--- src/rtl/inst_fetch_unit.sv ---
// -----------------------------------------------------------------------------
// inst_fetch_unit
//
// Instruction fetch stage between instruction memory and decode. It owns the
// fetch PC and issues sequential word requests, keeping no more than DEPTH
// words either buffered or in flight. Returned words are stored together with
// their PCs in a show-ahead prefetch FIFO. A branch redirect flushes the FIFO
// and marks every in-flight response as stale, so those words are dropped
// when they come back.
//
// Ports
//   clk          in   1   clock, rising edge
//   pc_reset     in   1   synchronous reset, active low
//   pc_enable    in   1   new fetch requests may be issued
//   redirect     in   1   flush and restart fetch at redirect_pc
//   redirect_pc  in   32  redirect target (bits [1:0] ignored)
//   imem_req     out  1   request valid (memory accepts every request)
//   imem_addr    out  32  word address of the request
//   imem_rvalid  in   1   response valid, responses return in order
//   imem_rdata   in   32  response instruction word
//   instr        out  32  head-of-FIFO instruction
//   instr_pc     out  32  PC of instr
//   instr_valid  out  1   instr / instr_pc valid
//   instr_ready  in   1   decode accepts instr this cycle
// -----------------------------------------------------------------------------
module inst_fetch_unit #(
  parameter logic [31:0] RESET_PC = 32'h0000_0000,
  parameter int unsigned DEPTH    = 4
) (
  input  logic        clk,
  input  logic        pc_reset,
  input  logic        pc_enable,
  input  logic        redirect,
  input  logic [31:0] redirect_pc,
  output logic        imem_req,
  output logic [31:0] imem_addr,
  input  logic        imem_rvalid,
  input  logic [31:0] imem_rdata,
  output logic [31:0] instr,
  output logic [31:0] instr_pc,
  output logic        instr_valid,
  input  logic        instr_ready
);

  localparam int unsigned AW = $clog2(DEPTH);
  localparam int unsigned CW = AW + 1;
  localparam logic [CW-1:0] DEPTH_N = CW'(DEPTH);
  localparam logic [CW:0]   DEPTH_S = (CW + 1)'(DEPTH);

  // Registered state
  logic [31:0]   fetch_pc;
  logic [31:0]   resp_pc;
  logic [31:0]   fifo_instr [DEPTH];
  logic [31:0]   fifo_pc    [DEPTH];
  logic [AW-1:0] rd_ptr;
  logic [AW-1:0] wr_ptr;
  logic [CW-1:0] fifo_count;
  logic [CW-1:0] outstanding;
  logic [CW-1:0] discard;

  // Next-state values
  logic [31:0]   fetch_pc_nxt;
  logic [31:0]   resp_pc_nxt;
  logic [AW-1:0] rd_ptr_nxt;
  logic [AW-1:0] wr_ptr_nxt;
  logic [CW-1:0] fifo_count_nxt;
  logic [CW-1:0] outstanding_nxt;
  logic [CW-1:0] discard_nxt;

  logic [CW:0]   credit_sum;
  logic          credit_ok;
  logic          issue;
  logic          resp_take;
  logic          push;
  logic          pop;
  logic          fifo_empty;
  logic          fifo_full;
  logic [31:0]   redirect_target;

  assign redirect_target = redirect_pc & 32'hFFFF_FFFC;

  assign fifo_empty = (fifo_count == '0);
  assign fifo_full  = (fifo_count == DEPTH_N);

  // Buffered plus in-flight words may never exceed DEPTH, which guarantees
  // every response has a free FIFO slot when it arrives.
  assign credit_sum = {1'b0, fifo_count} + {1'b0, outstanding};
  assign credit_ok  = (credit_sum < DEPTH_S);

  assign issue     = pc_reset & pc_enable & ~redirect & credit_ok;
  // A response with nothing outstanding is a leftover from before a reset.
  assign resp_take = imem_rvalid & (outstanding != '0);
  assign push      = resp_take & ~redirect & (discard == '0);
  assign pop       = instr_valid & instr_ready & ~redirect;

  // Outputs are forced to zero while reset is asserted.
  assign imem_req    = issue;
  assign imem_addr   = pc_reset ? fetch_pc : 32'h0;
  assign instr_valid = pc_reset & ~fifo_empty;
  assign instr       = instr_valid ? fifo_instr[rd_ptr] : 32'h0;
  assign instr_pc    = instr_valid ? fifo_pc[rd_ptr]    : 32'h0;

  always_comb begin
    outstanding_nxt = outstanding;
    if (issue && !resp_take) begin
      outstanding_nxt = outstanding + CW'(1);
    end else if (!issue && resp_take) begin
      outstanding_nxt = outstanding - CW'(1);
    end
  end

  always_comb begin
    fetch_pc_nxt   = fetch_pc;
    resp_pc_nxt    = resp_pc;
    rd_ptr_nxt     = rd_ptr;
    wr_ptr_nxt     = wr_ptr;
    fifo_count_nxt = fifo_count;
    discard_nxt    = discard;

    if (redirect) begin
      fetch_pc_nxt   = redirect_target;
      resp_pc_nxt    = redirect_target;
      rd_ptr_nxt     = '0;
      wr_ptr_nxt     = '0;
      fifo_count_nxt = '0;
      // Everything still in flight after this cycle belongs to the old path.
      // No issue happens in a redirect cycle, so this already counts any
      // response consumed this cycle.
      discard_nxt    = outstanding_nxt;
    end else begin
      if (issue) begin
        fetch_pc_nxt = fetch_pc + 32'd4;
      end
      if (resp_take && (discard != '0)) begin
        discard_nxt = discard - CW'(1);
      end
      if (push) begin
        resp_pc_nxt = resp_pc + 32'd4;
        wr_ptr_nxt  = wr_ptr + AW'(1);
      end
      if (pop) begin
        rd_ptr_nxt = rd_ptr + AW'(1);
      end
      if (push && !pop) begin
        fifo_count_nxt = fifo_count + CW'(1);
      end else if (!push && pop) begin
        fifo_count_nxt = fifo_count - CW'(1);
      end
    end
  end

  always_ff @(posedge clk) begin
    if (!pc_reset) begin
      fetch_pc    <= RESET_PC;
      resp_pc     <= RESET_PC;
      rd_ptr      <= '0;
      wr_ptr      <= '0;
      fifo_count  <= '0;
      outstanding <= '0;
      discard     <= '0;
    end else begin
      fetch_pc    <= fetch_pc_nxt;
      resp_pc     <= resp_pc_nxt;
      rd_ptr      <= rd_ptr_nxt;
      wr_ptr      <= wr_ptr_nxt;
      fifo_count  <= fifo_count_nxt;
      outstanding <= outstanding_nxt;
      discard     <= discard_nxt;
    end
  end

  // Storage needs no reset: the occupancy count decides what is visible.
  always_ff @(posedge clk) begin
    if (pc_reset && push) begin
      fifo_instr[wr_ptr] <= imem_rdata;
      fifo_pc[wr_ptr]    <= resp_pc;
    end
  end

  a_no_push_when_full : assert property (@(posedge clk) disable iff (!pc_reset)
    !(push && fifo_full));

endmodule

--- config.mk ---
export PLATFORM = sky130hd
export DESIGN_NAME = inst_fetch_unit
export DESIGN_NICKNAME = d
export VERILOG_FILES = /design/src/rtl/inst_fetch_unit.sv
export SDC_FILE = /design/constraint.sdc
export NUM_CORES = 1
export LEC_CHECK = 0
export ABC_AREA = 1
export BUFFER_PORTS_ARGS = -buffer_cell sky130_fd_sc_hd__buf_2
export CORE_ASPECT_RATIO = 1.5
export CORE_UTILIZATION = 45
export CTS_BUF_LIST = sky130_fd_sc_hd__clkbuf_8
export DETAILED_ROUTE_END_ITERATION = 8
export SKIP_LAST_GASP = 1
export SLEW_MARGIN = 20
export SYNTH_ARGS = -nofsm -noshare
export SYNTH_HDL_FRONTEND = slang
export SYNTH_SLANG_ARGS = --single-unit
--- constraint.sdc ---
create_clock -name clk -period 7.8 [get_ports clk]
set_input_delay 1.17 -clock clk [delete_from_list [all_inputs] [get_ports clk]]
set_output_delay 1.17 -clock clk [all_outputs]
set_load 0.02 [all_outputs]
# Word-level counts from Yosys, hierarchy flattened
# Memory sizes are Yosys's and may differ from the RTL's. A register that Yosys moved wholly into a read port is not among the register bits.
# Index checks and enable logic that the tools add are counted.
totals:
  register_bits: 77
  ram_bits: 256
  inputBits: 70
  n_memories: 2
classes:
  n_addsub: 10
  n_lt_le_gt_ge: 1
  muxes: 19
  n_bitwise: 12
  reduce_logical: 19
mem_list:
  columns: ["memory", "depth", "width", "read_ports", "rd_clocked_by_memory_dff", "wr", "line_no", "rtl"]
  rows:
  - ["fifo_instr", 4, 32, 1, 1, 1, "53", "logic [31:0] fifo_instr [DEPTH];"]
  - ["fifo_pc", 4, 32, 1, 1, 1, "54", "logic [31:0] fifo_pc [DEPTH];"]
op_table:
  columns: ["cell", "count"]
  rows:
  - ["32-bit two-way mux", 7]
  - ["32-bit by 3-bit adder with 32-bit output, second input constant", 2]
  - ["3-bit two-way mux", 6]
  - ["1-bit bitwise AND", 9]
  - ["3-bit by 1-bit subtractor with 3-bit output, second input constant", 3]
  - ["2-bit two-way mux", 4]
  - ["2-bit nonzero test", 4]
  - ["3-bit by 1-bit adder with 3-bit output, second input constant", 2]
  - ["1-bit logical AND", 6]
  - ["3-bit logical NOT", 2]
  - ["3-bit nonzero test", 2]
  - ["2-bit by 1-bit adder with 2-bit output, second input constant", 2]
  - ["3-bit by 3-bit adder with 4-bit output", 1]
  - ["1-bit logical NOT", 4]
  - ["4-bit by 3-bit less-than comparator with 1-bit output, second input constant", 1]
  - ["1-bit NOT", 3]
  - ["1-bit two-way mux", 2]
  - ["2-bit OR reduction", 1]

# Longest topological paths before layout
# Gate-level depths: netlist of run 1.
depth:
  word_depth: 8
  ltp_mapped: 15
  depth_no_buf: 14

# Least setup slack after synthesis of run 1
# No wires, ideal clock.
synth_timing:
  path_kind: "input-to-reg"
  from: "in imem_rvalid"
  to: "mem fifo_instr[0][0] (enable)"
  setup_ns: 0.482
  t_arrival_ns: 4.206
  required_time_ns: 7.318
  setup_slack_ns: 3.112
  path_stages: 6
  n_path_buf: 0
  cell_sequence: "nand2_1 -> inv_1 -> nand2_2 -> nor2_1 -> inv_1 -> nor2_1"
synth_via:
  elab_chain_cells: 6
synth_lines:
  columns: ["item", "line_no", "rtl"]
  rows:
  - ["start: declaration", "37", "input logic imem_rvalid,"]
  - ["1-bit bitwise AND", "92", "assign resp_take = imem_rvalid & (outstanding != '0);"]
  - ["1-bit bitwise AND (2 in series)", "93", "assign push = resp_take & ~redirect & (discard == '0);"]
  - ["1-bit logical AND", "174", "if (pc_reset && push) begin"]
  - ["1-bit two-way mux", "174", null]
  - ["1-bit two-way mux (implied by the code)", "175", "fifo_instr[wr_ptr] <= imem_rdata;"]
  - ["end: declaration", "53", null]
# No other way between the ends.

==> metrics.csv, run 1 <==
stage;metric;value;unit
sta;period_share;56.8;%
floorplanning;ios;168;
drt;dr.pass1.iters;5;
drt;drt-wirelength-per-cell;16.7;um
grt;grt_usage;22.0;%
floorplanning;die_x;150;um
clock_tree;cts_resized;0;
setup_path;worstPathArrival;3.26;ns
setup_path;crit_top_cell;buf_4;
grt;grt_first_pass_wirelength;57000;um
setup_path;cp-end-kind;output pin;
grt;grt_start_max_net_pins;103;
drt;drtIter0Drc;744;
floorplanning;dieArea;33700;sq um
setup_path;cp_slowest_stage_delay;0.66;ns
clock_tree;cts_tree;done;
setup_path;cp.required;6.63;ns
clock_tree;clock_latency;0.59;ns
clock_tree;cts_sinks;323;
grt;first_global_vias;11000;
drt;drc;0;
floorplanning;fp-row-count;81;
final_layout;final_common_cell;nor2_1;
job;cap_violations;0;
setup_path;path_max_fanout;63;
logic_synthesis;synth_edf_count;248;
sta;timing.fmax;226;MHz
final_layout;final_layout_size_suffix_gt1_share;15.8;%
power_and_ir_drop;seq_power_share;54.3;%
run_status;status;complete, no violations;
sta;hold_ws;0.461;ns
final_layout;utilization;51.8;%
placed_design;gp_congestion;0.926;
clock_tree;path_clk_slew;0.06;ns
power_and_ir_drop;power_density;215;nW/um^2
grt;grt_overflow_total;0;
floorplanning;die-height;224;um
setup_path;path_class;reg2out;
logic_synthesis;avgSynthCellArea;9.28;sq um
power_and_ir_drop;power.share.clock;35.6;%
logic_synthesis;synth_ff_type;edfxtp_1;
power_and_ir_drop;p_int;2.67;mW
power_and_ir_drop;p_sw_share;26.3;%
clock_tree;numCtsBuffers;49;
clock_tree;postCtsHoldBufs;0;
sta;slew_viol_final;0;
placed_design;io_buffers;161;
clock_tree;htreeDepth;2;
sta;period_needed;4.43;ns
drt;vias;11400;
clock_tree;root_buffer;clkbuf_8;
drt;vias_per_cell;5.19;
power_and_ir_drop;p_comb_share;10.1;%
sta;setup_viol_count_final;0;
drt;drt_wl_total;36800;um
placed_design;place_hpwl;23000;um
floorplanning;initial_core_util;45.6;%
setup_path;slowest_stage;buf_4;
sta;skew;0.0223;ns
grt;grt_antenna_before_repair;0;
sta;worst_slew_pin_slew;1.01;ns
power_and_ir_drop;ir_worst_vdd;0.0984;mV
setup_path;cp_num_buf_inv;4;
logic_synthesis;yosysSeqAreaShare;60.4;%
logic_synthesis;synth_seq_cells;323;
logic_synthesis;synth-async-reset-ratio;0;%
power_and_ir_drop;p_total;3.62;mW
power_and_ir_drop;switchingPower;0.951;mW
drt;drtAntennaViolNets;0;
setup_path;path_cells;buf_4 > inv_2 > buf_4 > nor2_1 > o21ai_0 > a21oi_1 > buf_2;
setup_path;start_kind;flip-flop;
floorplanning;core;32500;sq um
clock_tree;cts_buffer_depth;3;
sta;rsz0062_at_grt;no;
hold_path;min_path_type;reg2reg;
logic_synthesis;yosysWarningCount;0;
logic_synthesis;synth.distinct_cells;43;
sta;relSlewSlack;32.3;%
sta;finalHoldViolCount;0;
logic_synthesis;syn_area;14800;sq um
final_layout;final_cell_mix;nor2_1, nand2_1, edfxtp_1;
final_layout;fin_nets;1835;
logic_synthesis;synth_cells;1597;
clock_tree;cts_setup_buffers;0;
final_layout;n_antenna_cell;0;
setup_path;crit_family;buffers and inverters;
sta;tns;0;ns
final_layout;areaGrowthSynthToFinish;13.7;%
power_and_ir_drop;power.static_leakage;6.72;nW
## logic make-up (layout without fill, tap and decap cells)
group                    Yosys count  after routing  share of synthesized area (%)
AO/OA/AOI/OAI                    312            312                           11.0
AND/OR/NAND/NOR                  704            704                           19.8
XOR/XNOR                          27             27                           1.60
flip-flops                       323            323                           60.4
other                              1              4                         0.0253
adder cells (fa/ha/maj)           15             15                           1.32
buffers and inverters            215            405                           5.86
## cells in the mapped netlist, drive strengths merged (2+ instances only)
library cell	n	area (sq um)
clkbuf	46	173
o221ai	3	26.3
a21oi	110	551
clkinv	2	7.51
nor2	351	1390
xnor2	2	17.5
a31oi	14	87.6
o21a	2	15.0
nand4	8	50.1
o211ai	4	30.0
buf	28	166
ha	14	175
xor2	25	219
o21ai	174	871
edfxtp	248	7450
nand3	48	250
dfxtp	75	1500
nand2	274	1070
nand3b	6	45.0
inv	139	522
nor3	14	111
## worst paths after layout
kind | startpoint | endpoint | slack (ns) | cells past startpoint
max | flip-flop | instr_pc[21] | 3.37 | 7
min | rd_ptr[1]$_SDFFE_PP0P_ | flip-flop | 0.46 | 2
max reg2reg | outstanding[0]$_SDFF_PN0_ | fifo_pc[3][25]$_DFFE_PP_ | 4.43 | 10
min reg2reg | rd_ptr[1]$_SDFFE_PP0P_ | flip-flop | 0.46 | 2
## registers in the layout, summed over array words and instances, names as in the netlist, 3 cells and up, named ones only
| name | cells |
|---|---|
| discard | 3 |
| fetch_pc | 30 |
| fifo_count | 3 |
| fifo_instr | 128 |
| fifo_pc | 120 |
| outstanding | 3 |
| resp_pc | 30 |
## tightest hold or removal path: cells and delay by family (launching register included)
family	cells	cell delay, ns
flip-flops	1	0.29
AO/OA/AOI/OAI	1	0.07
buffers and inverters	1	0.06
## through the flow
step / setup WS [ns] / cells / instance area (sq um)
floorplan: 3.11 / 1600 / 14800
global placement: 3.56 / 2114 / 15900
detailed placement: 3.57 / 2114 / 15900
CTS: 3.26 / 2205 / 16800
global route: 3.15 / 2205 / 16800
finish: 3.37 / 2205 / 16800
## cell type report
cell class                 count  area (sq um)
tap                          415           519
multi-input combinational   1062          5040
timing repair buffer         173           900
inverter                     141           529
clock inverter                40           200
fill                        3066         15700
sequential                   323          8950
clock buffer                  51           702
## power by group through the flow
stage	sequential (mW)	clock, mW	combinational [mW]
2_1_floorplan	1.99	0	0.257
6_report	1.97	1.29	0.366
3_3_place_gp	2.00	0	0.359
4_1_cts	1.97	1.33	0.369
3_5_place_dp	2.00	0	0.367
5_1_grt	1.97	1.40	0.414
## routing by layer
metal	part of all wire [%]	GRT usage [%]	wire length, um
met5	0	0	0
met1	40	26.2	14800
met2	51	38.7	18600
met3	5.3	3.14	1950
met4	4.0	10.2	1480
No activity file was read; power rests on OpenSTA's default activity.
==> inputs of run 2 (changes only) <==
--- a/config.mk
+++ b/config.mk
@@ -11,6 +11,7 @@
 export CORE_UTILIZATION = 45
 export CTS_BUF_LIST = sky130_fd_sc_hd__clkbuf_8
 export DETAILED_ROUTE_END_ITERATION = 8
+export PLACE_DENSITY = 0.66
 export SKIP_LAST_GASP = 1
 export SLEW_MARGIN = 20
 export SYNTH_ARGS = -nofsm -noshare
==> constraint.sdc (replaced) <==
create_clock -name clk -period 3.6 [get_ports clk]
set_input_delay 0.54 -clock clk [delete_from_list [all_inputs] [get_ports clk]]
set_output_delay 0.54 -clock clk [all_outputs]
set_load 0.02 [all_outputs]
==> run 2 against run 1 <==
Clock skew grew 0.0086 ns. Clock power rose to 2.6 times the previous value. Final cell count did not move. Cell area increased by 1.4%. Highest routed layer unchanged. Sequential share of layout area shrank 0.75 points. Largest power group unchanged.
==> metrics.csv, run 2 (synthesized netlist as in run 1, its figures left out) <==
stage;metric;value;unit;change
run_status;status;complete, no violations;;
clock_tree;cts_setup_buffers;0;;unchanged
floorplanning;fp-row-count;81;;unchanged
power_and_ir_drop;p_comb_share;9.6;%;-0.5 points
floorplanning;initial_core_util;45.6;%;unchanged
final_layout;n_fill_cell;2997;;-2.3%
setup_path;cp_num_buf_inv;3;;-1
placed_design;io_buffers;161;;unchanged
power_and_ir_drop;p_sw_share;24.5;%;-1.8 points
grt;grt_use_met2;38.1;%;-0.58 points
sta;relSlewSlack;44.4;%;+12 points
setup_path;cp-end-kind;output pin;;
floorplanning;die_x;150;um;unchanged
setup_path;worstPathArrival;2.61;ns;-0.65 ns
clock_tree;postCtsHoldBufs;0;;unchanged
clock_tree;cts_buffer_depth;3;;unchanged
drt;drtAntennaViolNets;0;;unchanged
final_layout;final_common_cell;nor2_1;;
sta;finalHoldViolCount;0;;unchanged
floorplanning;dieArea;33700;sq um;unchanged
grt;first_global_vias;11200;;+1.8%
power_and_ir_drop;ir_worst_vdd;0.290;mV;+190%
drt;vias;11500;;+0.14%
setup_path;start_kind;flip-flop;;
floorplanning;ios;168;;unchanged
placed_design;gp_congestion;0.935;;+0.99%
sta;period_share;87.5;%;
job;cap_violations;0;;unchanged
power_and_ir_drop;power.share.clock;39.5;%;+3.9 points
grt;grt_first_pass_wirelength;56200;um;-1.4%
clock_tree;htreeDepth;2;;unchanged
drt;dr.pass1.iters;5;;unchanged
setup_path;crit_family;buffers and inverters;;
clock_tree;numCtsBuffers;47;;-4.1%
drt;drt-wirelength-per-cell;16.3;um;-2.2%
grt;grt_antenna_before_repair;0;;unchanged
sta;worst_slew_pin_slew;0.833;ns;-0.180 ns
final_layout;areaGrowthSynthToFinish;15.3;%;
clock_tree;cts_tree;done;;
drt;drt_wl_total;36000;um;-2.2%
final_layout;reg_top3;fifo_instr x128, fifo_pc x120;;
grt;grt_overflow_total;0;;unchanged
sta;rsz0062_at_grt;no;;
clock_tree;cts_sinks;323;;unchanged
grt;grt-busiest-layer;met2;;
final_layout;fin_nets;1840;;+0.27%
setup_path;cp.required;3.06;ns;-3.57 ns
power_and_ir_drop;power_density;489;nW/um^2;+130%
clock_tree;cts_resized;0;;unchanged
grt;grt_util_met1;24.5;%;-1.7 points
sta;timing.fmax;317;MHz;
final_layout;largest_reg_flops;128;;unchanged
hold_path;hp-start;imem_rdata[17];;
placed_design;place_hpwl;23000;um;about the same
clock_tree;clock_latency;0.59;ns;about the same
final_layout;utilization;52.5;%;+0.74 points
drt;drc;0;;unchanged
setup_path;path_max_fanout;46;;-27%
grt;grtUsageMet3;3.00;%;-0.14 points
final_layout;n_antenna_cell;0;;unchanged
sta;setup_viol_count_final;0;;unchanged
final_layout;final_cell_mix;nor2_1, nand2_1, edfxtp_1;;
setup_path;slowest_stage;dfxtp_4;;
sta;hold_ws;0.175;ns;-0.285 ns
power_and_ir_drop;p_int;6.32;mW;+140%
floorplanning;die-height;224;um;unchanged
final_layout;fin_cells;2205;;unchanged
final_layout;final_layout_size_suffix_gt1_share;16.3;%;+0.56 points
floorplanning;core;32500;sq um;unchanged
power_and_ir_drop;power.static_leakage;6.79;nW;+0.98%
sta;period_needed;3.15;ns;
power_and_ir_drop;switchingPower;2.05;mW;+120%
power_and_ir_drop;seq_power_share;50.9;%;-3.4 points
sta;skew;0.0309;ns;+0.00858 ns
setup_path;path_cells;inv_2 > buf_4 > o21ai_0 > a21oi_1 > buf_2;;
grt;grt_start_max_net_pins;81;;-21%
setup_path;cp_slowest_stage_delay;0.50;ns;-0.16 ns
drt;vias_per_cell;5.20;;+0.14%
final_layout;regMostFlops;fifo_instr;;
setup_path;worstReg2RegStart;outstanding[0]$_SDFF_PN0_;;
clock_tree;root_buffer;clkbuf_8;;
drt;drtIter0Drc;589;;-21%
setup_path;path_class;reg2out;;
power_and_ir_drop;p_total;8.37;mW;+130%
setup_path;reg2reg_slack;0.82;ns;-3.61 ns
hold_path;min_path_type;in2reg;;
placed_design;dp.cells;2121;;+0.33%
clock_tree;path_clk_slew;0.06;ns;about the same
sta;slew_viol_final;0;;unchanged
grt;grt_usage;21.6;%;-0.40 points
[run 2: cell count changes in the layout (fill, tap and decap cells not counted), sizes merged]
cell,change
buf,+7
clkinv,-6
clkinvlp,+3
clkbuf,-2
inv,-10
bufinv,+8
[run 2: metrics by stage]
| stage | TNS [ns] | setup slack [ns] | area [sq um] |
|---|---|---|---|
| floorplan | -143.71 | -0.579 | 14800 |
| CTS | 0 | 0.395 | 17100 |
| global placement | 0 | 0.864 | 16000 |
| finish | 0 | 0.450 | 17100 |
| detailed placement | 0 | 0.832 | 16000 |
| global route | 0 | 0.255 | 17100 |
[run 2: layer usage]
layer,share of wire [%],vias up
li1,-,5641
met1,39,5327
met2,51,383
met3,5.7,107
met4,5.1,0
met5,0,-
[run 2: worst paths after layout]
check / end / cells after the start
setup / recovery: instr[9] / 5
hold / removal: fifo_instr[0][17]$_DFFE_PP_ / 1
setup reg to reg: fifo_count[2]$_SDFFE_PP0P_ / 14
hold reg to reg: rd_ptr[0]$_SDFFE_PP0P_ / 1
[run 2: final cells by class]
class,count,area (sq um),share of cell area (%)
flip-flops and latches,323,8950,52.4
repair buffers,180,973,5.70
multi-input cells,1062,5040,29.5
clock buffers,49,674,3.95
well taps,415,519,3.04
clock inverters,35,395,2.31
inverters,141,529,3.10
[run 2: worst reg2reg max path: stages (launching register included)]
cell     delay, ns
dfxtp_1       0.39
inv_1         0.11
ha_1          0.21
nand2_1       0.06
nand2_1       0.08
inv_1         0.16
nand2_2       0.21
inv_2         0.35
ha_1          0.22
inv_1         0.07
fa_1          0.37
a21oi_1       0.13
o21ai_0       0.10
o21ai_0       0.16
a21oi_1       0.06
[run 2: power by group through the flow]
stage / sequential (mW) / clock, mW / combinational, mW
3_3_place_gp: 4.33 / 0 / 0.778
5_1_grt: 4.27 / 3.51 / 0.908
3_5_place_dp: 4.34 / 0 / 0.801
6_report: 4.26 / 3.30 / 0.801
2_1_floorplan: 4.30 / 0 / 0.557
4_1_cts: 4.26 / 3.37 / 0.807
